`src/rtl/mnem_decode.sv`:
```
// mnem_decode: serial ASCII mnemonic decoder for the simplecore debug/trace
// console. Collects one whitespace-delimited token a character at a time,
// folds it to uppercase and maps it to an instruction class code or an
// ALU control code. Unknown, over-long or illegal-character tokens are
// reported as errors and counted in a saturating counter.
//
// Instruction class codes: ALUI=0 ALUR=1 SHRO=2 LOAD=3 STORE=4 BRANCH=5
// MUL=6; 3'b111 marks "no instruction" (error or ALU token).
`timescale 1ns/1ps

`ifndef INST_ALUI
`define INST_ALUI   3'd0
`define INST_ALUR   3'd1
`define INST_SHRO   3'd2
`define INST_LOAD   3'd3
`define INST_STORE  3'd4
`define INST_BRANCH 3'd5
`define INST_MUL    3'd6
`endif

module mnem_decode #(
    parameter int MAXLEN    = 6,
    parameter int ERR_CNT_W = 8
) (
    input  logic                 clk,
    input  logic                 rst_n,
    input  logic                 ch_valid,
    input  logic [7:0]           ch_data,
    output logic                 ch_ready,
    output logic                 tok_valid,
    input  logic                 tok_ready,
    output logic                 tok_is_alu,
    output logic [2:0]           tok_inst_id,
    output logic [2:0]           tok_alu_ctl,
    output logic                 tok_err,
    output logic [ERR_CNT_W-1:0] err_cnt
);

    localparam int                BUF_W = 8 * MAXLEN;
    localparam int                LEN_W = $clog2(MAXLEN + 1);
    localparam logic [BUF_W-1:0]  BLANK = {MAXLEN{8'h20}};

    typedef enum logic [1:0] {IDLE, ACCUM, SKIP, OUT} state_t;

    state_t                 state_q;
    logic [BUF_W-1:0]       buf_q;
    logic [LEN_W-1:0]       len_q;
    logic                   bad_q;
    logic                   tok_valid_q;
    logic                   tok_is_alu_q;
    logic [2:0]             tok_inst_id_q;
    logic [2:0]             tok_alu_ctl_q;
    logic                   tok_err_q;
    logic [ERR_CNT_W-1:0]   err_cnt_q;

    logic                   take;
    logic                   is_delim;
    logic                   is_legal;
    logic [7:0]             ch_up;
    logic [BUF_W-1:0]       buf_wr;
    logic                   dec_hit;
    logic                   dec_alu;
    logic [2:0]             dec_code;
    logic                   err_tok;

    // Exact match of the space-padded buffer against a 6-character literal.
    // Literal characters that do not fit in the buffer must be spaces.
    function automatic logic mnem_match(input logic [BUF_W-1:0] b,
                                        input logic [47:0]      lit);
        logic       ok;
        logic [7:0] want;
        ok = 1'b1;
        for (int i = 0; i < MAXLEN; i++) begin
            want = (i < 6) ? lit[47-8*(i%6) -: 8] : 8'h20;
            if (b[BUF_W-1-8*i -: 8] != want) ok = 1'b0;
        end
        for (int i = MAXLEN; i < 6; i++) begin
            if (lit[47-8*i -: 8] != 8'h20) ok = 1'b0;
        end
        return ok;
    endfunction

    assign ch_ready    = (state_q != OUT);
    assign take        = ch_valid && ch_ready;
    assign tok_valid   = tok_valid_q;
    assign tok_is_alu  = tok_is_alu_q;
    assign tok_inst_id = tok_inst_id_q;
    assign tok_alu_ctl = tok_alu_ctl_q;
    assign tok_err     = tok_err_q;
    assign err_cnt     = err_cnt_q;

    // Classify the incoming character and fold lowercase to uppercase.
    always_comb begin
        is_delim = (ch_data == 8'h20) || (ch_data == 8'h09) ||
                   (ch_data == 8'h0A) || (ch_data == 8'h0D);
        is_legal = (ch_data >= 8'h21) && (ch_data <= 8'h7E);
        ch_up    = ((ch_data >= 8'h61) && (ch_data <= 8'h7A)) ? ch_data - 8'h20 : ch_data;
    end

    // Buffer image with the incoming character written at position len_q.
    always_comb begin
        // NOTE: every combinational output gets a default first so no latch is inferred.
        buf_wr = buf_q;
        for (int i = 0; i < MAXLEN; i++) begin
            if (LEN_W'(i) == len_q) buf_wr[BUF_W-1-8*i -: 8] = ch_up;
        end
    end

    // Table lookup of the collected token (delimiter itself is never stored).
    always_comb begin
        dec_hit  = 1'b1;
        dec_alu  = 1'b0;
        dec_code = 3'b111;
        if      (mnem_match(buf_q, "ALUI  ")) dec_code = `INST_ALUI;
        else if (mnem_match(buf_q, "ALUR  ")) dec_code = `INST_ALUR;
        else if (mnem_match(buf_q, "SHRO  ")) dec_code = `INST_SHRO;
        else if (mnem_match(buf_q, "LOAD  ")) dec_code = `INST_LOAD;
        else if (mnem_match(buf_q, "STORE ")) dec_code = `INST_STORE;
        else if (mnem_match(buf_q, "BRANCH")) dec_code = `INST_BRANCH;
        else if (mnem_match(buf_q, "MUL   ")) dec_code = `INST_MUL;
        else if (mnem_match(buf_q, "MOVA  ")) begin dec_alu = 1'b1; dec_code = 3'b000; end
        else if (mnem_match(buf_q, "MOVB  ")) begin dec_alu = 1'b1; dec_code = 3'b001; end
        else if (mnem_match(buf_q, "AND   ")) begin dec_alu = 1'b1; dec_code = 3'b010; end
        else if (mnem_match(buf_q, "OR    ")) begin dec_alu = 1'b1; dec_code = 3'b011; end
        else if (mnem_match(buf_q, "ADD   ")) begin dec_alu = 1'b1; dec_code = 3'b100; end
        else if (mnem_match(buf_q, "SUB   ")) begin dec_alu = 1'b1; dec_code = 3'b110; end
        else dec_hit = 1'b0;
        err_tok = bad_q || !dec_hit;
    end

    // Token FSM with registered outputs and the saturating error counter.
    always_ff @(posedge clk or negedge rst_n) begin
        if (!rst_n) begin
            state_q       <= IDLE;
            buf_q         <= BLANK;
            len_q         <= '0;
            bad_q         <= 1'b0;
            tok_valid_q   <= 1'b0;
            tok_is_alu_q  <= 1'b0;
            tok_inst_id_q <= 3'b111;
            tok_alu_ctl_q <= 3'b000;
            tok_err_q     <= 1'b0;
            err_cnt_q     <= '0;
        end else begin
            // NOTE: sequential state uses non-blocking assignments so all registers update together.
            case (state_q)
                IDLE: begin
                    if (take && !is_delim) begin
                        buf_q   <= buf_wr;
                        len_q   <= LEN_W'(1);
                        bad_q   <= !is_legal;
                        state_q <= ACCUM;
                    end
                end
                ACCUM, SKIP: begin
                    if (take) begin
                        if (is_delim) begin
                            tok_valid_q   <= 1'b1;
                            tok_err_q     <= err_tok;
                            tok_is_alu_q  <= !err_tok && dec_alu;
                            tok_inst_id_q <= (err_tok || dec_alu) ? 3'b111 : dec_code;
                            tok_alu_ctl_q <= (!err_tok && dec_alu) ? dec_code : 3'b000;
                            if (err_tok && (err_cnt_q != '1))
                                err_cnt_q <= err_cnt_q + ERR_CNT_W'(1);
                            state_q       <= OUT;
                        end else if (state_q == ACCUM) begin
                            if (int'(len_q) < MAXLEN) begin
                                buf_q <= buf_wr;
                                len_q <= len_q + LEN_W'(1);
                                bad_q <= bad_q || !is_legal;
                            end else begin
                                bad_q   <= 1'b1;
                                state_q <= SKIP;
                            end
                        end
                    end
                end
                OUT: begin
                    if (tok_ready) begin
                        tok_valid_q <= 1'b0;
                        buf_q       <= BLANK;
                        len_q       <= '0;
                        bad_q       <= 1'b0;
                        state_q     <= IDLE;
                    end
                end
                default: state_q <= IDLE;
            endcase
        end
    end

endmodule

```
`config.mk`:
```
export PLATFORM = sky130hd
export DESIGN_NAME = mnem_decode
export DESIGN_NICKNAME = d
export VERILOG_FILES = /design/src/rtl/mnem_decode.sv
export SDC_FILE = /design/constraint.sdc
export NUM_CORES = 1
export LEC_CHECK = 0
export ABC_AREA = 1
export CORE_MARGIN = 5
export CORE_UTILIZATION = 55
export DETAILED_ROUTE_END_ITERATION = 12
export PLACE_DENSITY_LB_ADDON = 0.08
export SYNTH_ARGS = -nofsm -noshare
export SYNTH_HDL_FRONTEND = slang
export SYNTH_SLANG_ARGS = --single-unit
```
`constraint.sdc`:
```
create_clock -name clk -period 2.2 [get_ports clk]
set_input_delay 0.44 -clock clk [delete_from_list [all_inputs] [get_ports clk]]
set_output_delay 0.44 -clock clk [all_outputs]
set_load 0.05 [all_outputs]
```
# Word level (Yosys, flattened, before mapping)
# Cells that the tools add are included.
dict set report word_totals {
  register_bits 71
  latchBits 0
  ramBits 0
  mem_bits_ro 0
  in_bits 12
  out_inout_bits 18
  word_cells 321
  mem_count 0
}
dict set report classes {
  addsub 3
  n_mul 0
  n_div 0
  magnitude_cmp 5
  n_eq_ne 59
  shift 0
  n_mux 218
  bitwise 0
  n_reduce_logical 26
}
# op n
set ops {}
lappend ops {{two-way mux 48 bit} 6}
lappend ops {{inequality test 8 x 7 -> 1 bit, second input constant} 32}
lappend ops {{two-way mux 1 bit} 174}
lappend ops {{case mux 48 bit (3 select lines)} 1}
lappend ops {{two-way mux 3 bit} 19}
lappend ops {{two-way mux 8 bit} 7}
lappend ops {{inequality test 8 x 6 -> 1 bit, second input constant} 4}
lappend ops {{== test 8 x 4 -> 1 bit, second input constant} 3}
lappend ops {{less-or-equal comparator 8 x 7 -> 1 bit, second input constant} 2}
lappend ops {{inequality test 2 bit, second input constant} 8}
lappend ops {{two-way mux 2 bit} 7}
lappend ops {{AND reduction 5 bit} 2}
lappend ops {{case mux 3 bit (3 select lines)} 1}
lappend ops {{adder 8 x 1 -> 8 bit, second input constant} 1}
lappend ops {{== test 8 x 6 -> 1 bit, second input constant} 1}
lappend ops {{>= comparator 8 x 6 -> 1 bit, second input constant} 1}
lappend ops {{>= comparator 8 x 7 -> 1 bit, second input constant} 1}
lappend ops {{inequality test 8 bit, second input constant} 1}
lappend ops {{AND reduction 4 bit} 2}
lappend ops {{subtractor 8 x 6 -> 8 bit, second input constant} 1}
lappend ops {{== test 2 x 3 -> 1 bit, first input constant} 2}
lappend ops {{== test 3 bit, first input constant} 2}
lappend ops {{logical AND 1 bit} 6}
lappend ops {{logical OR 1 bit} 6}
lappend ops {{other kinds (16)} 21}

# Depth between registers and ports, before layout
dict set report logic_depth {
  word_depth 103
  mapped_depth 16
  ltp_nobuf 16
}

# Worst setup path before layout
# OpenSTA, ideal clock, no wires.
dict set report synth_timing {
  path_kind {register to register}
  startpoint {register state_q[0]}
  endpoint {register buf_q[47]}
  setup_time_ps 74
  arrival_time_ps 2118
  required_ps 2126
  slack_ps 8
  stages_incl_launch_ff 13
  n_path_buf 2
  synth_period_minus_slack_ps 2192
  path_cell_list {dfrtp_1 ha_1 inv_1 nand2_1 inv_1 nor2_1 nor2_1 nand2_4 buf_8 nor2_4 buf_8 nand2_2 o21ai_2}
}
dict set report synth_via {
  elab_chain_len 5
  elab_cells_between_ends 16
  classes_between {eq/ne (10); mux (1); reduce/logical (5)}
}
# element line_no
set synth_rtl {}
lappend synth_rtl {{start: declaration} 45} ;# state_t state_q;
lappend synth_rtl {{start signal: assignment} 134} ;# state_q <= IDLE;
lappend synth_rtl {{start signal: assignment} 152} ;# state_q <= ACCUM;
lappend synth_rtl {{start signal: assignment} 165} ;# state_q <= OUT;
lappend synth_rtl {{inequality test 2 bit *} 83} ;# assign ch_ready = (state_q != OUT);
lappend synth_rtl {{named net ch_ready} 29} ;# output logic ch_ready,
lappend synth_rtl {{logical AND 1 bit *} 84} ;# assign take = ch_valid && ch_ready;
lappend synth_rtl {{logical AND 1 bit} 148} ;# if (take && !is_delim) begin
lappend synth_rtl {{inequality test 2 bit (no source line)} --}
lappend synth_rtl {{AND reduction 6 bit (no source line) *} --}
lappend synth_rtl {{end signal: assignment} 149} ;# buf_q <= buf_wr;
lappend synth_rtl {{end signal: assignment} 168} ;# buf_q <= buf_wr;
lappend synth_rtl {{end: declaration} 46} ;# logic [BUF_W-1:0] buf_q;
# Mark *: on every way through the listed nets, which the timed path passes. The rest lies on a longest branch.
# A chain may end at the register's enable or synchronous reset.

# Worst setup path after layout
dict set report layout_timing {
  startpoint {register buf_q[5]}
  endpoint {register err_cnt_q[5], in the netlist err_cnt[5]}
}
dict set report layout_via {
  elab_chain_len 31
  elab_cells_between_ends 110
  classes_between {eq/ne (2); mux (104); reduce/logical (4)}
}
# element line_no
set layout_rtl {}
lappend layout_rtl {{inequality test 8 x 6 -> 1 bit} 75} ;# if (b[BUF_W-1-8*i -: 8] != want) ok = 1'b0;
lappend layout_rtl {{two-way mux 1 bit} 75}
lappend layout_rtl {{two-way mux 1 bit} 125} ;# else if (mnem_match(buf_q, "ADD ")) begin dec_alu = 1'b1; dec_code = 3'b100; end
lappend layout_rtl {{two-way mux 1 bit} 124} ;# else if (mnem_match(buf_q, "OR ")) begin dec_alu = 1'b1; dec_code = 3'b011; end
lappend layout_rtl {{two-way mux 1 bit} 123} ;# else if (mnem_match(buf_q, "AND ")) begin dec_alu = 1'b1; dec_code = 3'b010; end
lappend layout_rtl {{two-way mux 1 bit} 122} ;# else if (mnem_match(buf_q, "MOVB ")) begin dec_alu = 1'b1; dec_code = 3'b001; end
lappend layout_rtl {{two-way mux 1 bit} 121} ;# else if (mnem_match(buf_q, "MOVA ")) begin dec_alu = 1'b1; dec_code = 3'b000; end
lappend layout_rtl {{two-way mux 1 bit} 120} ;# else if (mnem_match(buf_q, "MUL ")) dec_code = `INST_MUL;
lappend layout_rtl {{(+15 left out)} --}
lappend layout_rtl {{two-way mux 1 bit} 117} ;# else if (mnem_match(buf_q, "LOAD ")) dec_code = `INST_LOAD;
lappend layout_rtl {{two-way mux 1 bit} 116} ;# else if (mnem_match(buf_q, "SHRO ")) dec_code = `INST_SHRO;
lappend layout_rtl {{two-way mux 1 bit} 115} ;# else if (mnem_match(buf_q, "ALUR ")) dec_code = `INST_ALUR;
lappend layout_rtl {{two-way mux 1 bit *} 114} ;# if (mnem_match(buf_q, "ALUI ")) dec_code = `INST_ALUI;
lappend layout_rtl {{zero test 1 bit *} 128} ;# err_tok = bad_q || !dec_hit;
lappend layout_rtl {{logical OR 1 bit *} 128}
lappend layout_rtl {{logical AND 1 bit *} 163} ;# if (err_tok && (err_cnt_q != '1))
lappend layout_rtl {{AND reduction 4 bit (no source line) *} --}
lappend layout_rtl {{end signal: assignment} 164} ;# err_cnt_q <= err_cnt_q + ERR_CNT_W'(1);
lappend layout_rtl {{end: declaration} 54} ;# logic [ERR_CNT_W-1:0] err_cnt_q;
# Mark *: on every way between the ends. The rest lies on a longest branch, timed or not. The select of a mux whose other input is x is not followed.

==> run summary <==
CLOCKING
-----------------------------------------------------------------------------------------------------
Number of buffers inserted during clock tree synthesis                                              9
Skew-Pair Late Insertion Delay                                                                0.35 ns
H-tree Lvls                                                                                         3
Clock input transition at the sequential cells of the worst setup and hold paths              0.08 ns
Maximum number of buffers from clock root to sink                                                   2
Clock tree from TritonCTS                                                                        done
Cell chosen for the clock root                                                               clkbuf_8
Clock sink count                                                                                   71

FINAL LAYOUT
-----------------------------------------------------------------------------------------------------
Final design area excluding fillers                                                      0.005466 sq mm
Most common cell after layout, fill and taps aside                                            nand2_1
Area added between synthesis and finish                                                        23.42%
Antenna diodes                                                                                      0
Fill count                                                                                        640
Multi-input gate area in the final layout                                                0.002357 sq mm
Fraction of final layout cells sized beyond drive strength 1                                   20.06%
Non-filler cells, final                                                                           800
Most frequent cells in the layout                                                        nand2_1 (156), nor2_1 (103), inv_1 (71)
Footprint of the flip-flops and latches                                                  0.001788 sq mm
NumNets Final                                                                                     718

FLOORPLANNING
-----------------------------------------------------------------------------------------------------
Height of the die                                                                        99.74 microns
Effective utilization at floorplan                                                             57.02%
Placeable core region                                                                    0.007767 sq mm
Floorplan die area                                                                       0.009948 sq mm
FP Rows                                                                                            32
Die X                                                                                    99.74 microns
Number of ports placed on the die boundary                                                         30

LOGIC SYNTHESIS
-----------------------------------------------------------------------------------------------------
Post-synthesis share of cell area spent on full adders, half adders and majority gates         3.672%
Gate Count Post-Synth                                                                             612
Portion of netlist area occupied by mux cells                                                      0%
Area contributors post-synth                                                             dfrtp_1 (35%), nand2_1 (14%), nor2_1 (9.1%), inv_1 (6.3%), dfstp_2 (5.3%)
Sequential area share after synthesis                                                          40.37%
Number of enable flip-flop cells after synthesis                                                    0
Post-synthesis sequential element count                                                            71
Post-Synthesis Mean Instance Area                                                         7.237 sq um
Count of unique library cells instantiated by Yosys                                                36
Post-synthesis compound-gate area fraction                                                     10.79%
Combinational family with the most area after synthesis                                  simple AND/OR/NAND/NOR gates
Number of nets in the synthesized netlist                                                         637
Yosys warning count                                                                                 0
Area share of the largest cell type after synthesis                                            35.03%
Post-synthesis simple-gate area fraction                                                       35.23%
Async set-or-reset flop fraction in the synthesized netlist                                    100.0%
Commonest register cell after synthesis                                                       dfrtp_1
Cell taking the most area after synthesis                                                     dfrtp_1
Cell area after technology mapping                                                       0.004429 sq mm
Synthesized-area fraction occupied by xor and xnor cells                                       1.186%

CRITICAL PATH
-----------------------------------------------------------------------------------------------------
Data required time of the worst path                                                          2.48 ns
Worst reg-to-reg setup slack                                                                  0.08 ns
Capturing point of the worst reg2reg path                                                  err_cnt[5]
Kind of critical path                                                                         reg2reg
Setup crit end kind                                                                         flip-flop
Maximum fanout count along the critical path                                                        8
Type of element launching the critical path                                                 flip-flop
Startpoint of the worst register-to-register path                                            buf_q[5]
Reg2reg path depth                                                                                 16
Arr. time, crit path                                                                          2.40 ns

GLOBAL ROUTE
-----------------------------------------------------------------------------------------------------
Number of antenna violations at the first check in global routing                                   0
Maximum number of pins on one net before global-route repair                                       41
Wire length of the first global-routing pass                                             19070 microns
Remaining global-route overflow                                                                     0
Via count of the first global-routing pass                                                       4006
Overall Global Routing Usage                                                                   23.94%

POWER
-----------------------------------------------------------------------------------------------------
Internal power consumption                                                                   3.943 mW
Share of power burned in registers                                                              31.5%
Areal power density over the cells                                                       1347 mW/mm^2
Static Leakage                                                                               2.650 nW
Peak supply drop                                                                             1.194 mV
Overall Power                                                                                7.365 mW
Switching Power                                                                              3.423 mW
Clock network fraction of total power                                                           12.8%
Switch share                                                                                   46.47%
Comb power frac                                                                                 55.7%

PLACED DESIGN
-----------------------------------------------------------------------------------------------------
Hpwl dp                                                                                  8710 microns
Instance area at placement                                                               0.005117 sq mm
Number of cells in the design after placement                                                     776
RD Place Congestion                                                                            0.9544
Input/output buffers                                                                               29

ROUTING
-----------------------------------------------------------------------------------------------------
Antenna Nets Post-Route                                                                             0
First DRT Iteration DRCs                                                                          263
Via-per-instance ratio                                                                          5.168
Final Routed Wirelength                                                                  11330 microns
Wire length per cell after detailed routing                                              14.17 microns
Detailed-router iteration count before antenna repair                                               7
Via total after detailed routing                                                                 4134
Post-detailed-route DRC marker count                                                                0

WORST HOLD PATH
-----------------------------------------------------------------------------------------------------
Classification of the worst-slack hold path                                                  in2async

TIMING
-----------------------------------------------------------------------------------------------------
Fin. max-slew vios                                                                                  0
Achievable clock frequency                                                                  471.9 MHz
Slew Limit Headroom                                                                            65.69%
Total negative setup slack                                                                       0 ns
RSZ-0062 raised after global routing                                                             true
Slew at the pin closest to its max-slew limit                                               0.5147 ns
Tmin final                                                                                   2.119 ns
Final critical-path share of the clock period                                                  96.31%
Endpoints failing hold                                                                              0
Final-report setup violation count                                                                  0
Post-route clock skew                                                                      0.01302 ns
Hold Worst Slack                                                                            0.4634 ns

FLOW RUN
-----------------------------------------------------------------------------------------------------
Max-capacitance violation count                                                                     0

OUTCOME
-----------------------------------------------------------------------------------------------------
Run status                                                                               finished, final reports clean

-- cell families (layout without fill, tap and decap cells) --
family | count (synthesis) | in the layout
fa+ha+maj | 13 | 13
xor+xnor | 6 | 6
buf+inv | 89 | 173
flops | 71 | 71
simple gates | 357 | 359
compound gates | 76 | 76
-- sequential cells by signal, indices dropped and copies added, names as in the netlist --
register,flops
buf_q,48
err_cnt,8
len_q,3
tok_alu_ctl,3
tok_inst_id,3
state_q,2
bad_q,1
tok_err,1
tok_is_alu,1
tok_valid,1
-- through the flow --
stage                     util [%]  worst slack, ns
final                        70.38          0.08110
after global routing         70.38         -0.05572
after CTS                    68.28          0.04690
after detailed placement     65.88          -0.2921
after global placement       65.88          -0.2091
after floorplan                  -         0.008334
-- worst max path at each step --
stage               startpoint    endpoint  cells past startpoint
floorplan           state_q[0]   buf_q[47]                     12
global placement    ch_data[1]   buf_q[21]                     12
detailed placement  ch_data[6]    buf_q[3]                     12
CTS                   buf_q[5]  err_cnt[5]                     16
global route          buf_q[5]  err_cnt[3]                     15
finish                buf_q[5]  err_cnt[5]                     16
-- layer usage --
metal,routed length [microns],track usage (%),vias up
li1,-,-,2107
met1,5157,32.78,1901
met2,5363,38.74,102
met3,567,3.857,24
met4,246,7.773,0
met5,0,0,-
-- worst max-delay path: stages (launching register included) --
cell and delay [ns]:
dfstp_2 0.54, inv_2 0.04, nor2_1 0.08, nand2_1 0.10
nor2_4 0.23, buf_6 0.14, buf_4 0.10, nand2_1 0.04
nor2_1 0.08, nand2_1 0.07, nand2_1 0.10, nor3_2 0.06
nand2_2 0.10, nand2_4 0.09, nand3_4 0.13, nand2_2 0.08
nand2_2 0.06
-- cells in the mapped netlist, types with 2 or more instances --
cell,count
nor2_2,3
inv_1,74
nand2_2,7
buf_4,2
buf_6,3
nand4_1,17
dfrtp_1,62
nand3b_1,5
dfstp_2,9
nand3_1,26
nor2_4,4
a21oi_2,8
o21ai_2,12
nand2_4,2
nor3_1,13
ha_1,13
a2bb2oi_1,4
nor3_2,2
inv_2,6
buf_8,2
nand2_1,165
nor2_1,107
xor2_1,6
o21ai_0,22
o21ai_1,12
a21oi_1,16
-- final cells by class --
type	instances	area share, %
inverter	80	5.493
clock buffer	11	2.586
tap	102	2.335
sequential	71	32.71
multi-input combinational	454	43.12
clock inverter	5	0.6409
timing repair buffer	77	13.12
-- power by group through the flow --
stage / combinational, mW / sequential [mW] / clock, mW
4_1_cts: 3.85 / 2.31 / 0.962
5_1_grt: 4.56 / 2.40 / 1.02
6_report: 4.10 / 2.32 / 0.941
3_3_place_gp: 3.75 / 2.31 / 0
3_5_place_dp: 3.83 / 2.34 / 0
2_1_floorplan: 2.58 / 2.42 / 0
-- timing repair --
item | in CTS | in global routing
gates resized for setup | 0 | 29
hold endpoints to repair | 5 | 0
setup buffers | 0 | 5
setup endpoints to repair | 0 | 35
hold buffers | 1 | 0
Note: power is estimated with default switching activity, not from simulation.
